## config.mk

```make
export PLATFORM = sky130hd
export DESIGN_NAME = spi_status_unit
export DESIGN_NICKNAME = d
export VERILOG_FILES = /design/src/rtl/spi_status_unit.sv
export SDC_FILE = /design/constraint.sdc
export NUM_CORES = 1
export LEC_CHECK = 0
export CAP_MARGIN = 25
export CORE_ASPECT_RATIO = 1.75
export CORE_MARGIN = 5
export CORE_UTILIZATION = 25
export CTS_CLUSTER_DIAMETER = 80
export DETAILED_ROUTE_END_ITERATION = 12
export GPL_ROUTABILITY_DRIVEN = 1
export MAX_ROUTING_LAYER = met4
export PLACE_DENSITY = 0.6
export SLEW_MARGIN = 25
export SYNTH_ARGS = -nofsm -noshare
export SYNTH_HDL_FRONTEND = slang
export SYNTH_SLANG_ARGS = --single-unit
```

## constraint.sdc

```tcl
create_clock -name i_s_clk -period 2.45 [get_ports i_s_clk]
set_clock_uncertainty 0.15 [all_clocks]
set_input_delay 0.6125 -clock i_s_clk [delete_from_list [all_inputs] [get_ports i_s_clk]]
set_output_delay 0.6125 -clock i_s_clk [all_outputs]
set_load 0.03 [all_outputs]
```

## src/rtl/spi_status_unit.sv

```systemverilog
// spi_status_unit
//
// Status/flag register for the SPI interface. It samples the sender and
// receiver FIFO state plus the host/shift-engine strobes on every rising
// clock edge and produces a registered 8-bit status word.
//
// Status bit map (L = live registered copy, S = sticky, write-1-to-clear):
//   [0] TX_OVF    S  host wrote while the sender FIFO was full
//   [1] RX_UNF    S  host read while the receiver FIFO was empty
//   [2] RX_FULL   L  receiver FIFO full
//   [3] RX_OVF    S  shift engine pushed while the receiver FIFO was full
//   [4] TX_EMPTY  L  sender FIFO empty
//   [5] TX_DONE   S  sender FIFO just became empty
//   [6] RX_AVAIL  L  receiver FIFO not empty
//   [7] CONN_FAIL S  link-fail input high for FAIL_FILTER consecutive samples
//
// Ports:
//   i_s_clk                  clock, everything sampled on the rising edge
//   i_clr                    asynchronous active-high reset
//   i_sender_full_state      sender FIFO full
//   i_sender_empty_state     sender FIFO empty
//   i_sender_write           host write strobe into the sender FIFO
//   i_receiver_full_state    receiver FIFO full
//   i_receiver_empty_state   receiver FIFO empty
//   i_receiver_read          host read strobe from the receiver FIFO
//   i_receiver_push          shift engine push strobe into the receiver FIFO
//   i_connection_failed_state raw link-fail indication (may glitch)
//   i_flag_clr_wr            sticky-flag clear strobe
//   i_flag_clr_mask          write-1-to-clear mask for the sticky flags
//   i_cnt_clr                synchronous clear of the error counter
//   i_irq_en                 per-bit interrupt enable
//   o_status                 registered status word
//   o_err_cnt                saturating error-event counter
//   o_irq                    OR of the enabled status bits
module spi_status_unit #(
    parameter int CNT_W       = 4,
    parameter int FAIL_FILTER = 4
) (
    input  logic             i_s_clk,
    input  logic             i_clr,
    input  logic             i_sender_full_state,
    input  logic             i_sender_empty_state,
    input  logic             i_sender_write,
    input  logic             i_receiver_full_state,
    input  logic             i_receiver_empty_state,
    input  logic             i_receiver_read,
    input  logic             i_receiver_push,
    input  logic             i_connection_failed_state,
    input  logic             i_flag_clr_wr,
    input  logic [7:0]       i_flag_clr_mask,
    input  logic             i_cnt_clr,
    input  logic [7:0]       i_irq_en,
    output logic [7:0]       o_status,
    output logic [CNT_W-1:0] o_err_cnt,
    output logic             o_irq
);

    // Positions of the sticky flags; mask bits outside this set are ignored.
    localparam logic [7:0]       STICKY_BITS = 8'hAB;
    localparam logic [7:0]       FAIL_MAX    = 8'(FAIL_FILTER);
    localparam logic [CNT_W+1:0] CNT_MAX     = {2'b00, {CNT_W{1'b1}}};

    logic [7:0]       r_status;
    logic [CNT_W-1:0] r_errCnt;
    logic [7:0]       r_failCnt;
    logic             r_prevEmpty;

    logic             w_setTxOvf;
    logic             w_setRxUnf;
    logic             w_setRxOvf;
    logic             w_setTxDone;
    logic             w_setConnFail;
    logic [7:0]       w_failCntNext;
    logic [7:0]       w_setMask;
    logic [7:0]       w_clrMask;
    logic [7:0]       w_liveBits;
    logic [7:0]       w_statusNext;
    logic [1:0]       w_events;
    logic [CNT_W+1:0] w_errSum;
    logic [CNT_W-1:0] w_errNext;

    // Set conditions, fail filter and the next status word. Sticky bits
    // are cleared first and then OR-ed with their set condition, so a set
    // in the same cycle as a clear request wins.
    always_comb begin
        w_setTxOvf  = i_sender_write  & i_sender_full_state;
        w_setRxUnf  = i_receiver_read & i_receiver_empty_state;
        w_setRxOvf  = i_receiver_push & i_receiver_full_state;
        w_setTxDone = i_sender_empty_state & ~r_prevEmpty;

        // Consecutive-high counter; it holds at FAIL_MAX so that a cleared
        // CONN_FAIL keeps re-setting while the link stays failed.
        w_failCntNext = 8'd0;
        if (i_connection_failed_state) begin
            if (r_failCnt >= FAIL_MAX) begin
                w_failCntNext = FAIL_MAX;
            end else begin
                w_failCntNext = r_failCnt + 8'd1;
            end
        end
        w_setConnFail = i_connection_failed_state & (w_failCntNext == FAIL_MAX);

        w_setMask  = {w_setConnFail, 1'b0, w_setTxDone, 1'b0,
                      w_setRxOvf, 1'b0, w_setRxUnf, w_setTxOvf};
        w_clrMask  = i_flag_clr_wr ? (i_flag_clr_mask & STICKY_BITS) : 8'h00;
        w_liveBits = {1'b0, ~i_receiver_empty_state, 1'b0, i_sender_empty_state,
                      1'b0, i_receiver_full_state, 2'b00};

        w_statusNext = (r_status & STICKY_BITS & ~w_clrMask) | w_setMask | w_liveBits;

        // Error events of this cycle are added even when the counter is
        // being cleared, so nothing is lost; the sum saturates at all ones.
        w_events = {1'b0, w_setTxOvf} + {1'b0, w_setRxUnf} + {1'b0, w_setRxOvf};
        w_errSum = (i_cnt_clr ? {(CNT_W+2){1'b0}} : {2'b00, r_errCnt})
                   + {{CNT_W{1'b0}}, w_events};
        if (w_errSum > CNT_MAX) begin
            w_errNext = CNT_MAX[CNT_W-1:0];
        end else begin
            w_errNext = w_errSum[CNT_W-1:0];
        end
    end

    // State registers. The previous-empty sample resets to 1 so that an
    // already-empty sender FIFO does not look like a fresh TX_DONE edge.
    always_ff @(posedge i_s_clk or posedge i_clr) begin
        if (i_clr) begin
            r_status    <= 8'h30;
            r_errCnt    <= '0;
            r_failCnt   <= 8'd0;
            r_prevEmpty <= 1'b1;
        end else begin
            r_status    <= w_statusNext;
            r_errCnt    <= w_errNext;
            r_failCnt   <= w_failCntNext;
            r_prevEmpty <= i_sender_empty_state;
        end
    end

    assign o_status  = r_status;
    assign o_err_cnt = r_errCnt;
    assign o_irq     = |(r_status & i_irq_en);

endmodule

```

After elaboration in Yosys (flattened, before gate mapping)

Index checks and enable logic that the tools add are counted.

Output and inout port bits: 13
Register bits: 21
Input bits: 28
Logic and storage cells: 29

Add/subtract/negate cells: 4
Bitwise gates (word level): 12
$lt $le $gt $ge: 2
Multiplexer cells: 5
Equality and inequality tests: 1
Reduce and logical (&&, ||, !) cells: 1

Operator list:

| kind                                                 | count |
|---|---|
| 2-to-1 mux 8 bit                                     | 3 |
| AND 8 bit                                            | 2 |
| adder 8 x 1 -> 8 bit (second input constant)         | 1 |
| == test 8 x 3 -> 1 bit (second input constant)       | 1 |
| >= comparator 8 x 3 -> 1 bit (second input constant) | 1 |
| 2-to-1 mux 4 bit                                     | 2 |
| NOT 8 bit                                            | 1 |
| OR 8 x 7 -> 8 bit                                    | 1 |
| OR 8 bit                                             | 1 |
| OR reduction 8 bit                                   | 1 |
| adder 4 x 2 -> 5 bit                                 | 1 |
| AND 1 bit                                            | 5 |
| > comparator 5 x 4 -> 1 bit (second input constant)  | 1 |
| adder 1 x 1 -> 2 bit                                 | 1 |
| adder 2 x 1 -> 2 bit                                 | 1 |
| NOT 1 bit                                            | 2 |

Logic depth before layout (Yosys ltp)

Gate-level depths: netlist (run 1).

Depth after elaboration: 7
Mapped depth: 7
Gate-level depth less buffers: 7

Worst setup path before layout (run 1)

Ideal clock, no wire load.

Kind: input port to flip-flop
From: in i_sender_write
To: reg r_errCnt[3], in the netlist o_err_cnt[3]
Arrival: 2.275 ns
Stages: 7
Path buffers: 0
Data required time: 2.201 ns
Path slack: -0.075 ns
Setup time: 0.099 ns
Path through: and2_1 fa_1 ha_1 inv_1 fa_1 and2_1 a311oi_1

Cells in the longest elaborated chain, start to end: 6

RTL lines:

| what                        | line | source |
|---|---|---|
| start, declared             | 43   | `input logic i_sender_write,` |
| AND 1 bit (*)               | 86   | `w_setTxOvf = i_sender_write & i_sender_full_state;` |
| adder 1 x 1 -> 2 bit (*)    | 113  | `w_events = {1'b0, w_setTxOvf} + {1'b0, w_setRxUnf} + {1'b0, w_setRxOvf};` |
| adder 2 x 1 -> 2 bit (*)    | 113  |  |
| adder 4 x 2 -> 5 bit (*)    | 115  | `+ {{CNT_W{1'b0}}, w_events};` |
| > comparator 5 x 4 -> 1 bit | 116  | `if (w_errSum > CNT_MAX) begin` |
| 2-to-1 mux 4 bit (*)        | 116  |  |
| net w_errNext[3]            | 80   | `logic [CNT_W-1:0] w_errNext;` |
| end signal, assigned        | 133  | `r_errCnt <= w_errNext;` |
| end, declared               | 64   | `logic [CNT_W-1:0] r_errCnt;` |

The timed path passes the listed nets; every way through them passes the cells marked *.

Worst setup path in the final report (run 1)

From: in i_receiver_empty_state
To: reg r_errCnt[3], in the netlist o_err_cnt[3]

Cells in the longest elaborated chain, start to end: 6

RTL lines:

| what                        | line | source |
|---|---|---|
| start, declared             | 45   | `input logic i_receiver_empty_state,` |
| AND 1 bit (*)               | 87   | `w_setRxUnf = i_receiver_read & i_receiver_empty_state;` |
| adder 1 x 1 -> 2 bit (*)    | 113  |  |
| adder 2 x 1 -> 2 bit (*)    | 113  |  |
| adder 4 x 2 -> 5 bit (*)    | 115  |  |
| > comparator 5 x 4 -> 1 bit | 116  |  |
| 2-to-1 mux 4 bit (*)        | 116  |  |
| net w_errNext[3]            | 80   |  |

Marked as above.

==> metrics, run 1 <==
Rows=28; worst ir drop on vdd=361 uV; WP data arrival=2.39 ns; share of cells above drive strength 1=between 20% and 30%; clk sink count=20; die height=88.5 um; Hold Crit Class=register to register; Netlist cell types=24; Root Driver=clkbuf_8; worst-path maximum fanout=2; final instance area=between 1000 and 1500 um^2; CP required=between 2 and 2.5 ns; post-layout net count=165; element type at the critical path start=input port; RD Place Congestion=0.757; internal power=0.000604 W; final wirelength=2140 um; cells after synthesis=77; Clock Latency Late Sink=0.25 ns; CTS Buf Count=3; Max Slew Vio Count=0; DIE AREA=4860 um^2; final setup vio count=0; mean area per synthesized cell=11.4 um^2; total of warnings raised by yosys=0; Hold Path Depth=1; clk slew on worst S/H paths=0.07 ns; Via Count=~730; # fillers=343; status=finished, final reports clean; final hold viol count=0; Psw=about 0.00025 W; Via density=4.21; dpl ws=-0.562 ns; CTS max path bufs=2; Synth top area share=51.1%; cell count of the worst reg-to-reg path=7; Core Region=roughly 3400 um^2; # IOs=41; routed len/inst=12.3 um; Post-synth EDFFs=0; asr flop ratio synth=100%; Crit. End Element=register; Antenna Cells=0; Synth Cell Area=881 um^2; max-cap violation count=0; IO Port Bufs=37; leakage=0.650 nW; Area contributors post-synth=dfrtp_1, dfstp_2, ha_1, fa_1, inv_1; first-pass GRT wire length=3390 um; Starting DRT DRC Count=11; initial antenna violation count=0; Detail Route Antenna Nets=0; DP Area=1360 um^2; Synth Register Bits=20; post-synth top area cell=dfrtp_1; total grt overflow=0; worst setup path category=input port to register; GRT Overall Usage=9.63%; CTS tree=done; Remaining DRCs=0; final period utilization=97.2%; most common cell in the netlist=dfrtp_1; worst hold slack=~0.32 ns; Most used DFF post-synth=dfrtp_1; initial core utilization=roughly 26%; clock network fraction of design power=24.4%; Commonest cells post-synth=dfrtp_1, inv_1, nand2_1; Comb power frac=30.1%; Final WS setup=0.0686 ns; fmax=420 MHz; Switching Share=29.3%; Detailed Place HPWL=1700 um; htree depth=1; cell area power density=604 nW/um^2; Die X=54.9 um; largest net degree at the start of global routing=21; Sequential Power Share=45.5%; minimum clock period=between 2 and 2.5 ns; RSZ-0062 raised after global routing=false; drt first pass iters=2; Final TNS setup=0 ns; Syn-to-layout area delta=60.8%; sequential fraction of the synthesis area=a little under three fifths; number of global-route vias before repair=822
[metrics by stage]
stage                     std cells  util [%]  total power, W
final                           174      41.7        0.000855
after global routing            174      41.7        0.000901
after CTS                       173      42.0        0.000860
after detailed placement        167      40.0        0.000647
after global placement          167      40.0        0.000639
after floorplan                  81         -        0.000517
[cell type report]
type	count	area, um^2	share of cell area, %
Sequential cell	20	503	35.5
Inverter	10	37.5	2.65
Multi-Input combinational cell	50	367	25.9
Clock buffer	3	41.3	2.92
Timing Repair Buffer	46	412	29.1
Tap cell	45	56.3	3.98
[sequential cells by signal, indices dropped and copies added, names as in the netlist]
signal / count
o_err_cnt: 4
r_failCnt: 8
o_status: 8
[final timing paths]
path / from / to / slack [ns]
min reg2reg: r_failCnt[0] / r_failCnt[0] / 0.32
min in group asynchronous: i_clr / r_failCnt[6] / 0.53
max in group asynchronous: i_clr / o_status[5] / 1.35
max: i_receiver_empty_state / o_err_cnt[3] / 0.07
min: r_failCnt[0] / r_failCnt[0] / 0.32
max reg2reg: o_err_cnt[0] / o_err_cnt[3] / 0.20
[per-layer routing]
metal / track usage (%) / routed length, um / part of all wire [%]
met5: - / 0 / 0
met4: 4.31 / 23 / 1.1
met3: 2.36 / 231 / 11
met2: 15.2 / 1050 / 49
met1: 11.2 / 834 / 39
[power groups by stage]
stage | Clock [W] | Sequential [W] | Combinational [W]
floorplan | 0 | 0.000444 | 0.0000735
global placement | 0 | 0.000393 | 0.000246
detailed placement | 0 | 0.000392 | 0.000254
CTS | 0.000213 | 0.000388 | 0.000259
global route | 0.000227 | 0.000394 | 0.000280
finish | 0.000209 | 0.000389 | 0.000257
[cell families after synthesis]
kind of cell / Yosys count / share of synthesized area (%)
AOI/OAI and AO/OA: 13 / 10.9
other: 1 / 0.426
and+or+nand+nor: 25 / 15.1
adders and majority gates: 6 / 10.2
muxes: 1 / 1.14
DFF: 20 / 57.1
buffers and inverters: 11 / 5.11
[repair_timing]
| item | 4_1_cts | 5_1_grt |
|---|---|---|
| pin swaps | 6 | 7 |
| setup buffers | 3 | 1 |
| gates resized for setup | 14 | 10 |
| hold endpoints to repair | 0 | 0 |
| endpoints found under the setup margin | 5 | 5 |
| hold buffers | 0 | 0 |
[cells in the final DEF, fill, tap and decap left out, types with 2 or more instances in the layout]
cell type | Yosys | layout
ha_1 | 4 | 3
dfrtp_1 | 18 | 18
nand2_1 | 9 | 9
clkbuf_2 | 0 | 5
nor2b_1 | 3 | 3
a22oi_1 | 4 | 4
buf_4 | 1 | 8
nor3_1 | 3 | 3
and2_4 | 0 | 3
inv_1 | 10 | 9
nor2_1 | 2 | 2
dfstp_2 | 2 | 2
clkdlybuf4s50_1 | 0 | 31
a21o_1 | 4 | 4
clkbuf_8 | 0 | 3
conb_1 | 1 | 5
[worst max-delay path, stage by stage]
cell and delay, ns:
clkbuf_2 0.09, and2_4 0.16, fa_1 0.55, ha_2 0.19
inv_2 0.04, fa_2 0.37, and2_4 0.15, a311oi_2 0.22
Power figures use the tool's default switching activity.
==> inputs of run 2 (changes only) <==
- CAP_MARGIN: 25 -> default
==> results of run 2 <==
No change in the layout: final DEF, timing and power equal those of run 1.
==> inputs of run 3 (changes only) <==
--- a/config.mk
+++ b/config.mk
@@ -7,2 +7,4 @@
 export LEC_CHECK = 0
+export CELL_PAD_IN_SITES_DETAIL_PLACEMENT = 0
+export CELL_PAD_IN_SITES_GLOBAL_PLACEMENT = 1
 export CORE_ASPECT_RATIO = 1.75
@@ -14,3 +16,4 @@
 export MAX_ROUTING_LAYER = met4
-export PLACE_DENSITY = 0.6
+export PLACE_DENSITY = 0.74
+export REMOVE_ABC_BUFFERS = 1
 export SLEW_MARGIN = 25
==> constraint.sdc (replaced) <==
create_clock -name i_s_clk -period 2.45 [get_ports i_s_clk]
set_clock_uncertainty 0.15 [all_clocks]
set_input_delay 0.49 -clock i_s_clk [delete_from_list [all_inputs] [get_ports i_s_clk]]
set_output_delay 0.49 -clock i_s_clk [all_outputs]
set_load 0.03 [all_outputs]
==> run 3 against run 2 <==
Compared with the run above:
- hold slack improved by 0.0071 ns
- utilization increased by 0.11 points
- sequential power about the same
- cell count decreased by 1.7%
==> metrics, run 3 (same netlist as run 1, synthesis figures left out) <==
Core Region=3400 um^2 (unchanged); RD Place Congestion=0.817 (was 0.757); Antenna Cells=0 (unchanged); status=finished, final reports clean (unchanged); Via Count=714 (was 732); Root Driver=clkbuf_8 (unchanged); first-pass GRT wire length=3080 um (was 3390 um); worst-path maximum fanout=2 (unchanged); IO Port Bufs=37 (unchanged); share of cells above drive strength 1=15.1% (was 21.7%); Starting DRT DRC Count=6 (was 11); Remaining DRCs=0 (unchanged); total grt overflow=0 (unchanged); most frequent cells in the layout=clkdlybuf4s50_1, dfrtp_1, inv_1, nand2_1 (was clkdlybuf4s50_1, dfrtp_1, inv_1, nand2_1, buf_4); final hold viol count=0 (unchanged); leakage=0.640 nW (was 0.650 nW); drt first pass iters=3 (was 2); Final TNS setup=0 ns (unchanged); GRT Overall Usage=8.61% (was 9.63%); Detailed Place HPWL=1620 um (was 1700 um); final wirelength=2000 um (was 2140 um); clk slew on worst S/H paths=0.07 ns (about the same); max-cap violation count=0 (unchanged); element type at the critical path start=input port (unchanged); initial antenna violation count=0 (unchanged); cell area power density=621 nW/um^2 (was 604 nW/um^2); Worst Tran Pin Value=0.753 ns; Max Slew Vio Count=0 (unchanged); clk sink count=20 (unchanged); worst setup path category=input port to register (unchanged); Hold Crit Class=register to register (unchanged); Die X=54.9 um (unchanged); final period utilization=97.3% (was 97.2%); Rows=28 (unchanged); largest net degree at the start of global routing=21 (unchanged); Clock Latency Late Sink=0.25 ns (about the same); minimum clock period=2.38 ns (about the same); Crit. End Element=register (unchanged); number of global-route vias before repair=779 (was 822); worst ir drop on vdd=359 uV (was 361 uV); Detail Route Antenna Nets=0 (unchanged); dpl ws=-0.522 ns (was -0.562 ns); DIE AREA=4860 um^2 (unchanged); CTS max path bufs=2 (unchanged); initial core utilization=25.9% (unchanged); Final WS setup=0.0667 ns (was 0.0686 ns); Syn-to-layout area delta=61.2% (was 60.8%); RSZ-0062 raised after global routing=false (unchanged); WP data arrival=2.39 ns (about the same); Via density=4.18 (was 4.21); CTS tree=done (unchanged); htree depth=1 (unchanged); CP required=2.45 ns (was 2.46 ns); post-layout net count=161 (was 165); final setup vio count=0 (unchanged); Rel. slew slack=49.7%; CTS Buf Count=3 (unchanged); # IOs=41 (unchanged); most common cell after layout, fill and taps aside=clkdlybuf4s50_1 (unchanged); worst hold slack=0.325 ns (was 0.318 ns); die height=88.5 um (unchanged); fmax=420 MHz (about the same); routed len/inst=11.7 um (was 12.3 um)
-- run 3: cell count changes in the layout (fill, tap and decap cells not counted) --
| cell | before | now |
|---|---|---|
| buf_2 | 1 | 0 |
| clkbuf_2 | 5 | 0 |
| clkbuf_8 | 3 | 4 |
| buf_6 | 1 | 0 |
| clkdlybuf4s15_1 | 0 | 1 |
| buf_4 | 8 | 5 |
| dlygate4sd2_1 | 0 | 5 |
-- run 3: worst paths after layout --
| check | from | to | slack [ns] | depth (start not counted) |
|---|---|---|---|---|
| max | i_sender_full_state | o_err_cnt[3] | 0.07 | 8 |
| min reg2reg | r_failCnt[0] | r_failCnt[0] | 0.33 | 1 |
| min in group asynchronous | i_clr | r_failCnt[4] | 0.52 | 2 |
| max in group asynchronous | i_clr | o_status[6] | 1.16 | 2 |
| min | r_failCnt[0] | r_failCnt[0] | 0.33 | 1 |
| max reg2reg | o_err_cnt[0] | o_err_cnt[3] | 0.17 | 7 |
-- run 3: repair_timing --
item	CTS	global route
buffers inserted	2	1
endpoints found under the setup margin	5	4
pin swaps	7	4
hold buffers	0	0
gates resized for setup	11	3
gates cloned	0	0
-- run 3: routing by layer --
layer	up-vias	global-route usage (%)	wire length (um)
met1	335	9.79	819
met5	-	-	0
met2	31	14.9	982
met3	0	2.36	202
met4	0	1.36	0
li1	348	-	-
-- run 3: final cells by class --
class,count,area (um^2)
sequential,20,503
clock buffer,4,55.1
multi-input combinational,50,367
fill,352,1980
timing repair buffer,42,402
tap,45,56.3
inverter,10,37.5
-- run 3: power by group --
part | internal [W] | switching [W]
clock | 0.000143 | 0.000101
sequential | 0.000365 | 0.0000230
combinational | 0.000126 | 0.000125
-- run 3: per-stage QoR --
stage,cell area (um^2),power (W),std cells,utilization (%)
final,1420,0.000883,171,41.8
after global routing,1420,0.000927,171,41.8
after floorplan,888,0.000514,80,-
after detailed placement,1330,0.000637,164,39.1
after CTS,1400,0.000890,170,41.3
after global placement,1330,0.000630,164,39.1
-- run 3: worst max-delay path: stages --
cell and delay, ns:
dlygate4sd2_1 0.22, and2_4 0.14, fa_1 0.53, ha_2 0.18
inv_2 0.04, fa_2 0.34, and2_4 0.17, a311oi_2 0.27
